$ cat src/rtl/dbg_loader.sv
// Debug-bus program loader: holds the CPU in reset, streams words into memory
// over the debug bus (optionally verifying each one by readback), then releases the CPU.
module dbg_loader #(
    parameter logic [31:0] BASE_ADDR   = 32'h0002_0000,
    parameter int          HOLD_CYCLES = 4,
    parameter int          VERIFY      = 1
) (
    input  logic        clk,
    input  logic        n_reset,
    input  logic        start,
    input  logic [15:0] word_count,
    input  logic        in_valid,
    input  logic [31:0] in_data,
    output logic        in_ready,
    output logic        dbg_mem_op,
    output logic [3:0]  dbg_wren,
    output logic [31:0] dbg_adr,
    output logic [31:0] dbg_do,
    input  logic [31:0] dbg_di,
    output logic        cpu_n_reset,
    output logic        busy,
    output logic        done,
    output logic        error
);

    typedef enum logic [2:0] {
        ST_IDLE    = 3'd0,
        ST_FETCH   = 3'd1,
        ST_WRITE   = 3'd2,
        ST_READ    = 3'd3,
        ST_RELEASE = 3'd4,
        ST_FAIL    = 3'd5
    } state_t;

    localparam logic [7:0] HOLD_LAST = 8'(HOLD_CYCLES - 1);

    state_t      state_r;
    state_t      state_next;
    logic [7:0]  hold_cnt_r;
    logic [15:0] count_r;
    logic [31:0] addr_r;

    logic        in_ready_r;
    logic        dbg_mem_op_r;
    logic [3:0]  dbg_wren_r;
    logic [31:0] dbg_adr_r;
    logic [31:0] dbg_do_r;
    logic        cpu_n_reset_r;
    logic        busy_r;
    logic        done_r;
    logic        error_r;

    logic        start_take_s;
    logic        accept_s;
    logic        advance_s;
    logic        fail_s;
    logic        hold_last_s;
    logic        last_word_s;

    // Next-state decode and per-cycle control strobes.
    always_comb begin
        state_next   = state_r;
        start_take_s = 1'b0;
        accept_s     = 1'b0;
        advance_s    = 1'b0;
        fail_s       = 1'b0;
        hold_last_s  = (hold_cnt_r == HOLD_LAST);
        last_word_s  = (count_r == 16'd1);
        case (state_r)
            ST_IDLE, ST_FAIL: begin
                if (start) begin
                    start_take_s = 1'b1;
                    if (word_count != 16'd0) begin
                        state_next = ST_FETCH;
                    end else begin
                        state_next = ST_RELEASE;
                    end
                end else begin
                    state_next = state_r;
                end
            end
            ST_FETCH: begin
                if (in_valid && in_ready_r) begin
                    accept_s   = 1'b1;
                    state_next = ST_WRITE;
                end else begin
                    state_next = ST_FETCH;
                end
            end
            ST_WRITE: begin
                if (!hold_last_s) begin
                    state_next = ST_WRITE;
                end else if (VERIFY != 0) begin
                    state_next = ST_READ;
                end else begin
                    advance_s  = 1'b1;
                    state_next = last_word_s ? ST_RELEASE : ST_FETCH;
                end
            end
            ST_READ: begin
                if (!hold_last_s) begin
                    state_next = ST_READ;
                end else if (dbg_di != dbg_do_r) begin
                    fail_s     = 1'b1;
                    state_next = ST_FAIL;
                end else begin
                    advance_s  = 1'b1;
                    state_next = last_word_s ? ST_RELEASE : ST_FETCH;
                end
            end
            ST_RELEASE: begin
                state_next = ST_IDLE;
            end
            default: begin
                state_next = ST_IDLE;
            end
        endcase
    end

    // State register, hold-cycle counter and session address/count.
    always_ff @(posedge clk or negedge n_reset) begin
        if (!n_reset) begin
            state_r    <= ST_IDLE;
            hold_cnt_r <= 8'd0;
            count_r    <= 16'd0;
            addr_r     <= 32'd0;
        end else begin
            state_r <= state_next;
            if (state_next != state_r) begin
                hold_cnt_r <= 8'd0;
            end else if (state_r == ST_WRITE || state_r == ST_READ) begin
                hold_cnt_r <= hold_cnt_r + 8'd1;
            end else begin
                hold_cnt_r <= 8'd0;
            end
            if (start_take_s) begin
                count_r <= word_count;
                addr_r  <= BASE_ADDR;
            end else if (advance_s) begin
                count_r <= count_r - 16'd1;
                addr_r  <= addr_r + 32'd4;
            end else begin
                count_r <= count_r;
                addr_r  <= addr_r;
            end
        end
    end

    // Bus and handshake outputs are registered from the next state so they line up with it.
    always_ff @(posedge clk or negedge n_reset) begin
        if (!n_reset) begin
            in_ready_r   <= 1'b0;
            dbg_mem_op_r <= 1'b0;
            dbg_wren_r   <= 4'h0;
            dbg_adr_r    <= 32'd0;
            dbg_do_r     <= 32'd0;
            busy_r       <= 1'b0;
        end else begin
            in_ready_r   <= (state_next == ST_FETCH);
            dbg_mem_op_r <= (state_next == ST_WRITE) || (state_next == ST_READ);
            dbg_wren_r   <= (state_next == ST_WRITE) ? 4'hF : 4'h0;
            busy_r       <= (state_next == ST_FETCH) || (state_next == ST_WRITE) ||
                            (state_next == ST_READ)  || (state_next == ST_RELEASE);
            if (accept_s) begin
                dbg_do_r  <= in_data;
                dbg_adr_r <= addr_r;
            end else begin
                dbg_do_r  <= dbg_do_r;
                dbg_adr_r <= dbg_adr_r;
            end
        end
    end

    // Session status: CPU stays in reset from any accepted start until a clean release.
    always_ff @(posedge clk or negedge n_reset) begin
        if (!n_reset) begin
            cpu_n_reset_r <= 1'b0;
            done_r        <= 1'b0;
            error_r       <= 1'b0;
        end else if (start_take_s) begin
            cpu_n_reset_r <= 1'b0;
            done_r        <= 1'b0;
            error_r       <= 1'b0;
        end else if (state_r == ST_RELEASE) begin
            cpu_n_reset_r <= 1'b1;
            done_r        <= 1'b1;
            error_r       <= error_r;
        end else if (fail_s) begin
            cpu_n_reset_r <= 1'b0;
            done_r        <= 1'b0;
            error_r       <= 1'b1;
        end else begin
            cpu_n_reset_r <= cpu_n_reset_r;
            done_r        <= done_r;
            error_r       <= error_r;
        end
    end

    assign in_ready    = in_ready_r;
    assign dbg_mem_op  = dbg_mem_op_r;
    assign dbg_wren    = dbg_wren_r;
    assign dbg_adr     = dbg_adr_r;
    assign dbg_do      = dbg_do_r;
    assign cpu_n_reset = cpu_n_reset_r;
    assign busy        = busy_r;
    assign done        = done_r;
    assign error       = error_r;

endmodule

$ cat config.mk
export PLATFORM = sky130hd
export DESIGN_NAME = dbg_loader
export DESIGN_NICKNAME = d
export VERILOG_FILES = /design/src/rtl/dbg_loader.sv
export SDC_FILE = /design/constraint.sdc
export NUM_CORES = 1
export LEC_CHECK = 0
export ABC_AREA = 1
export BUFFER_PORTS_ARGS = -buffer_cell sky130_fd_sc_hd__buf_2
export CAP_MARGIN = 30
export CORE_AREA = 2 2 119 121
export DETAILED_ROUTE_END_ITERATION = 8
export DIE_AREA = 0 0 121 123
export PLACE_DENSITY = 0.74
export SYNTH_ARGS = -nofsm -noshare
export SYNTH_HDL_FRONTEND = slang
export SYNTH_SLANG_ARGS = --single-unit
$ cat constraint.sdc
create_clock -name clk -period 2.2 [get_ports clk]
set_input_delay 0.11 -clock clk [delete_from_list [all_inputs] [get_ports clk]]
set_output_delay 0.11 -clock clk [all_outputs]
set_load 0.02 [all_outputs]
Word-level counts from Yosys, hierarchy flattened
Index checks and enable logic that the tools add are counted.
- register bits: 132
- bits in latches: 0
- memory bits (writable): 0
- memory bits (read-only): 0
- word-level logic and storage cells: 73
- memories: 0
- add/sub/neg operators: 3
- multiply operators: 0
- divide/modulo/power cells: 0
- magnitude comparators: 0
- equal/unequal tests: 14
- shifts and indexed selects: 0
- multiplexer cells: 31
- bitwise operators: 0
- reduce and logical (&&, ||, !) cells: 13
- operators with widths (kind ; count):
    2-to-1 mux 32 bit ; 2
    adder 32 x 3 -> 32 bit, second input constant ; 1
    2-to-1 mux 16 bit ; 2
    != test 32 bit ; 1
    2-to-1 mux 1 bit ; 17
    == test 16 x 1 -> 1 bit, second input constant ; 1
    2-to-1 mux 8 bit ; 2
    nonzero test 16 bit ; 1
    subtractor 16 x 1 -> 16 bit, second input constant ; 1
    2-to-1 mux 3 bit ; 5
    == test 3 x 2 -> 1 bit, second input constant ; 4
    one-hot mux 3 bit (4 select lines) ; 1
    == test 3 bit, second input constant ; 3
    adder 8 x 1 -> 8 bit, second input constant ; 1
    == test 8 x 2 -> 1 bit, second input constant ; 1
    == test 3 x 1 -> 1 bit, second input constant ; 2
    logical OR 1 bit ; 5
    2-to-1 mux 4 bit ; 1
    nonzero test 2 bit ; 2
    zero test 3 bit ; 1
    != test 3 bit ; 1
    nonzero test 3 bit ; 1
    2-to-1 mux 2 bit ; 1
    != test 2 bit, second input constant ; 1
    other kinds (3) ; 3

Depth between registers and ports, before layout
- depth in word-level cells: 9
- gate-level depth with buffers: 15

Worst setup path before layout
OpenSTA, ideal clock, no wires.
- kind: register to register
- from: reg dbg_do_r[6] (netlist: dbg_do[6])
- to: reg addr_r[23]
- setup time: 0.124 ns
- data arrival time: 1.590 ns
- data required time: 2.076 ns
- slack: 0.486 ns
- cell stages (with the launch flop): 14
- path buffers: 1
- period minus slack after synthesis: 1.714 ns
- cell sequence: dfrtp_1 > xnor2_1 > nand2_1 > nor2_1 > nand2_1 > nor2_2 > nand2_1 > nor2_4 > inv_2 > nand2_4 > inv_2 > buf_6 > nand2_1 > o31ai_1
- cells in the longest elaborated chain, start to end: 5
- ends and longest elaborated chain (element ; RTL line ; text):
    start: declaration ; 47 ; logic [31:0] dbg_do_r;
    start signal: assignment ; 165 ; dbg_do_r <= in_data;
    start signal: assignment ; 168 ; dbg_do_r <= dbg_do_r;
    != test 32 bit ; 103 ; end else if (dbg_di != dbg_do_r) begin
    2-to-1 mux 1 bit ; 103 ;
    2-to-1 mux 1 bit ; 101 ; if (!hold_last_s) begin
    2-to-1 mux 1 bit ; -- ;
    nonzero test 2 bit (no source line) ; -- ;
    end signal: assignment ; 141 ; addr_r <= addr_r + 32'd4;
    end signal: assignment ; 144 ; addr_r <= addr_r;
    end: declaration ; 41 ; logic [31:0] addr_r;
No other way between the ends.
A chain may end at the register's enable or synchronous reset.

Worst setup path in the final report
- from: reg dbg_do_r[4] (netlist: dbg_do[4])
- to: reg addr_r[5]
The elaborated chain is that of the path after synthesis.

==> metrics <==
outcome finished, final reports clean; Site Rows 43; Worst Hold Class primary input to flop; Synth Area in Compound Gates 9.031%; register area share after synthesis 47.23%; max-cap viol count 0; Slew HR 65.35%; fin crit period 1.988 ns; vias in the first global route 6235; Crit path buffers/inverters 2; FF-to-FF End addr_r[5]$_DFFE_PN0P_; main combinational cell family by area after synthesis simple AND/OR/NAND/NOR gates; Placement Cell Area 7594 µm²; worst-path fanout max 12; worst hold stages 5; first-pass GRT wire length 30170 µm; Least-Margin Pin Slew 0.5151 ns; Die Ht 123 µm; Cells after Synth 874; Die W 121 µm; simple-gate area share of the yosys netlist 29.61%; antenna violation net count after detailed routing 0; most common cell after layout, fill and taps aside nand2_1; Power per Cell Area 1171 nW/µm²; largest net degree at the start of global routing 79; clock buffer depth 2; Critical Path Max Stage Delay 0.42 ns; post-layout util 64.01%; synthesis-to-finish area growth 31.57%; GRT Overall Usage 25.50%; CP required 2.54 ns; Final Cell Area 8713 µm²; Boundary Pins 158; mean routed wirelength per cell 14.59 µm; Post-synth ARST share 100.0%; antenna violations before repair 0; Netlist cell types 35; adder-cell share of the synthesized area 0.7557%; Post-CTS Setup Repair Bufs 0; post-synthesis instance area 6623 µm²; number of enable flip-flop cells after synthesis 0; fin. max-slew vios 0; Worst Hold End count_r[10]$_DFFE_PN0P_; Worst Hold Launch word_count[10]; # clock sinks 125; commonest non-fill, non-tap cells in the layout 294 x nand2_1, 154 x buf_2, 125 x dfrtp_1; die area 14880 µm²; Routed WL 18470 µm; setup TNS 0 ns; RSZ-0062 raised after global routing false; CTS Root Cell clkbuf_16; Max VDD drop 0.6130 mV; CTS tree yes; Reg-to-Reg Start dbg_do[4]$_DFFE_PN0P_; f_max 503.0 MHz; clk_lat worst skew 0.41 ns; layout cells sized above 1 19.89%; Post-Syn Area per Cell 7.577 µm²; Setup crit start kind flop; gpl congestion 0.9314; Post-layout nets 1161; mux cell area share after synthesis 0%; DP HPWL 12920 µm; routed via count 6501; TritonCTS Buffers 17; FF+latch area 3128 µm²; DRC viols 0; buffers added on ports 155; worst reg2reg path depth 12; Detailed Routing Iterations Pass 1 5; cell leakage power 4.301 nW; drt via density 5.135; path type of the worst setup path flop to flop; crit-path cells xnor2_2 -> nand2_1 -> nor2_1 -> nand2_1 -> nor2_2 -> nand2_1 -> nor2_4 -> inv_2 -> buf_4 -> o21ai_0 -> nand2_1 -> nor2_1; Max H-tree Level 4; Ant. Diodes 0; Syn. warnings 0; skew final 0.01151 ns; CP top delay family simple AND/OR/NAND/NOR gates; CP endpoint kind flop; Yosys reg bits 125; crit path DAT 2.33 ns; XOR/XNOR share of the synthesized area 5.555%; Initial Utilization 48.65%; number of DRC markers in iteration 0 504; CP max-delay cell dfrtp_1; R2R setup slack 0.21 ns; fillcell total 1159; crit share post-route 90.37%; core box area 13610 µm²; final setup vio count 0; cell mode on critical path nand2_1; GRT Residual Overflow 0; clock-pin slew on the worst setup and hold paths 0.06 ns; area occupied by multi-input gates 3015 µm²; Final Hold Viols 0; ys flop type dfrtp_1
## tightest hold or removal path: stages
cell and delay [ns]:
buf_2 0.08, nand2_1 0.04, nand2_1 0.06, nand2_1 0.04, o21ai_0 0.06
## kinds of logic (layout without fill, tap and decap cells)
family | count (synthesis) | count (layout)
AO/OA/AOI/OAI | 111 | 111
XOR/XNOR | 42 | 42
adder cells (fa/ha/maj) | 4 | 4
buffers and inverters | 120 | 331
flip-flops | 125 | 125
other | 1 | 2
AND/OR/NAND/NOR | 471 | 471
## power breakdown
group	switching, mW	internal (mW)
clock	1.05	2.13
combinational	2.31	1.26
sequential	0.508	2.95
total	3.87	6.33
## state kept, by name, indices dropped and copies added (netlist names)
signal and flops:
dbg_do 32, count_r 16, busy 1, addr_r 30
state_r 3, hold_cnt_r 8, error 1, done 1
dbg_mem_op 1, dbg_wren 1, dbg_adr 30, in_ready 1
## stage by stage
stage	worst slack, ns	power (mW)	cells	hold WS (ns)
3_5_place_dp	0.1928	6.937	1192	0.07264
6_report	0.2120	10.20	1266	0.01976
2_1_floorplan	0.4859	5.799	875	-0.1856
3_3_place_gp	0.2562	6.853	1192	0.07890
4_1_cts	0.1700	10.21	1266	0.01581
5_1_grt	0.01304	10.86	1266	0.02696
## final cells by class
| type | instances | share of cell area (%) |
|---|---|---|
| Sequential cell | 125 | 35.90 |
| Multi-Input combinational cell | 630 | 34.61 |
| Timing Repair Buffer | 211 | 15.39 |
| Clock buffer | 18 | 4.925 |
| Inverter | 88 | 3.805 |
| Clock inverter | 14 | 2.786 |
| Tap cell | 180 | 2.585 |
## metal layers
metal	vias to the layer above	GRT usage [%]	wire, µm
li1	3195	-	-
met1	3039	32.92	8040
met2	247	42.77	8905
met3	20	6.365	1280
met4	0	7.267	247
met5	-	0	0
## worst max-delay path by stage
| stage | start | end | slack, ns | cells after the start |
|---|---|---|---|---|
| after detailed placement | dbg_do[2]$_DFFE_PN0P_ | count_r[0]$_DFFE_PN0P_ | 0.19 | 12 |
| final | dbg_do[4]$_DFFE_PN0P_ | addr_r[5]$_DFFE_PN0P_ | 0.21 | 12 |
| after CTS | dbg_do[2]$_DFFE_PN0P_ | count_r[0]$_DFFE_PN0P_ | 0.17 | 12 |
| after global placement | dbg_do[2]$_DFFE_PN0P_ | count_r[0]$_DFFE_PN0P_ | 0.26 | 12 |
| after global routing | dbg_do[20]$_DFFE_PN0P_ | addr_r[20]$_DFFE_PN0P_ | 0.01 | 15 |
| after floorplan | dbg_do[6]$_DFFE_PN0P_ | addr_r[23]$_DFFE_PN0P_ | 0.49 | 13 |
## synth_stat cells (2+ instances only)
master / n / area share (%)
nand4_1: 24 / 2.3
clkbuf_1: 9 / 0.51
o21ai_1: 2 / 0.15
dfrtp_1: 125 / 47
nand3_1: 35 / 2.6
buf_6: 2 / 0.34
o21ai_0: 73 / 5.5
and3_1: 2 / 0.19
inv_2: 4 / 0.23
ha_1: 4 / 0.76
inv_1: 84 / 4.8
xor2_1: 19 / 2.5
or2_2: 2 / 0.19
o31ai_1: 9 / 1.0
nor3_1: 20 / 1.5
o22ai_1: 2 / 0.19
a21oi_1: 18 / 1.4
nand2_1: 294 / 17
buf_2: 12 / 0.91
nor4_1: 7 / 0.66
nor3b_1: 2 / 0.23
buf_4: 9 / 1.0
nor2_1: 79 / 4.5
o211ai_1: 4 / 0.45
xnor2_1: 23 / 3.0
## repair_timing
action                     CTS  global route
setup endpoints to repair    0            32
gates resized for setup      0             6
hold endpoints to repair    71             0
hold buffers                42             0
No activity file was read; power rests on OpenSTA's default activity.
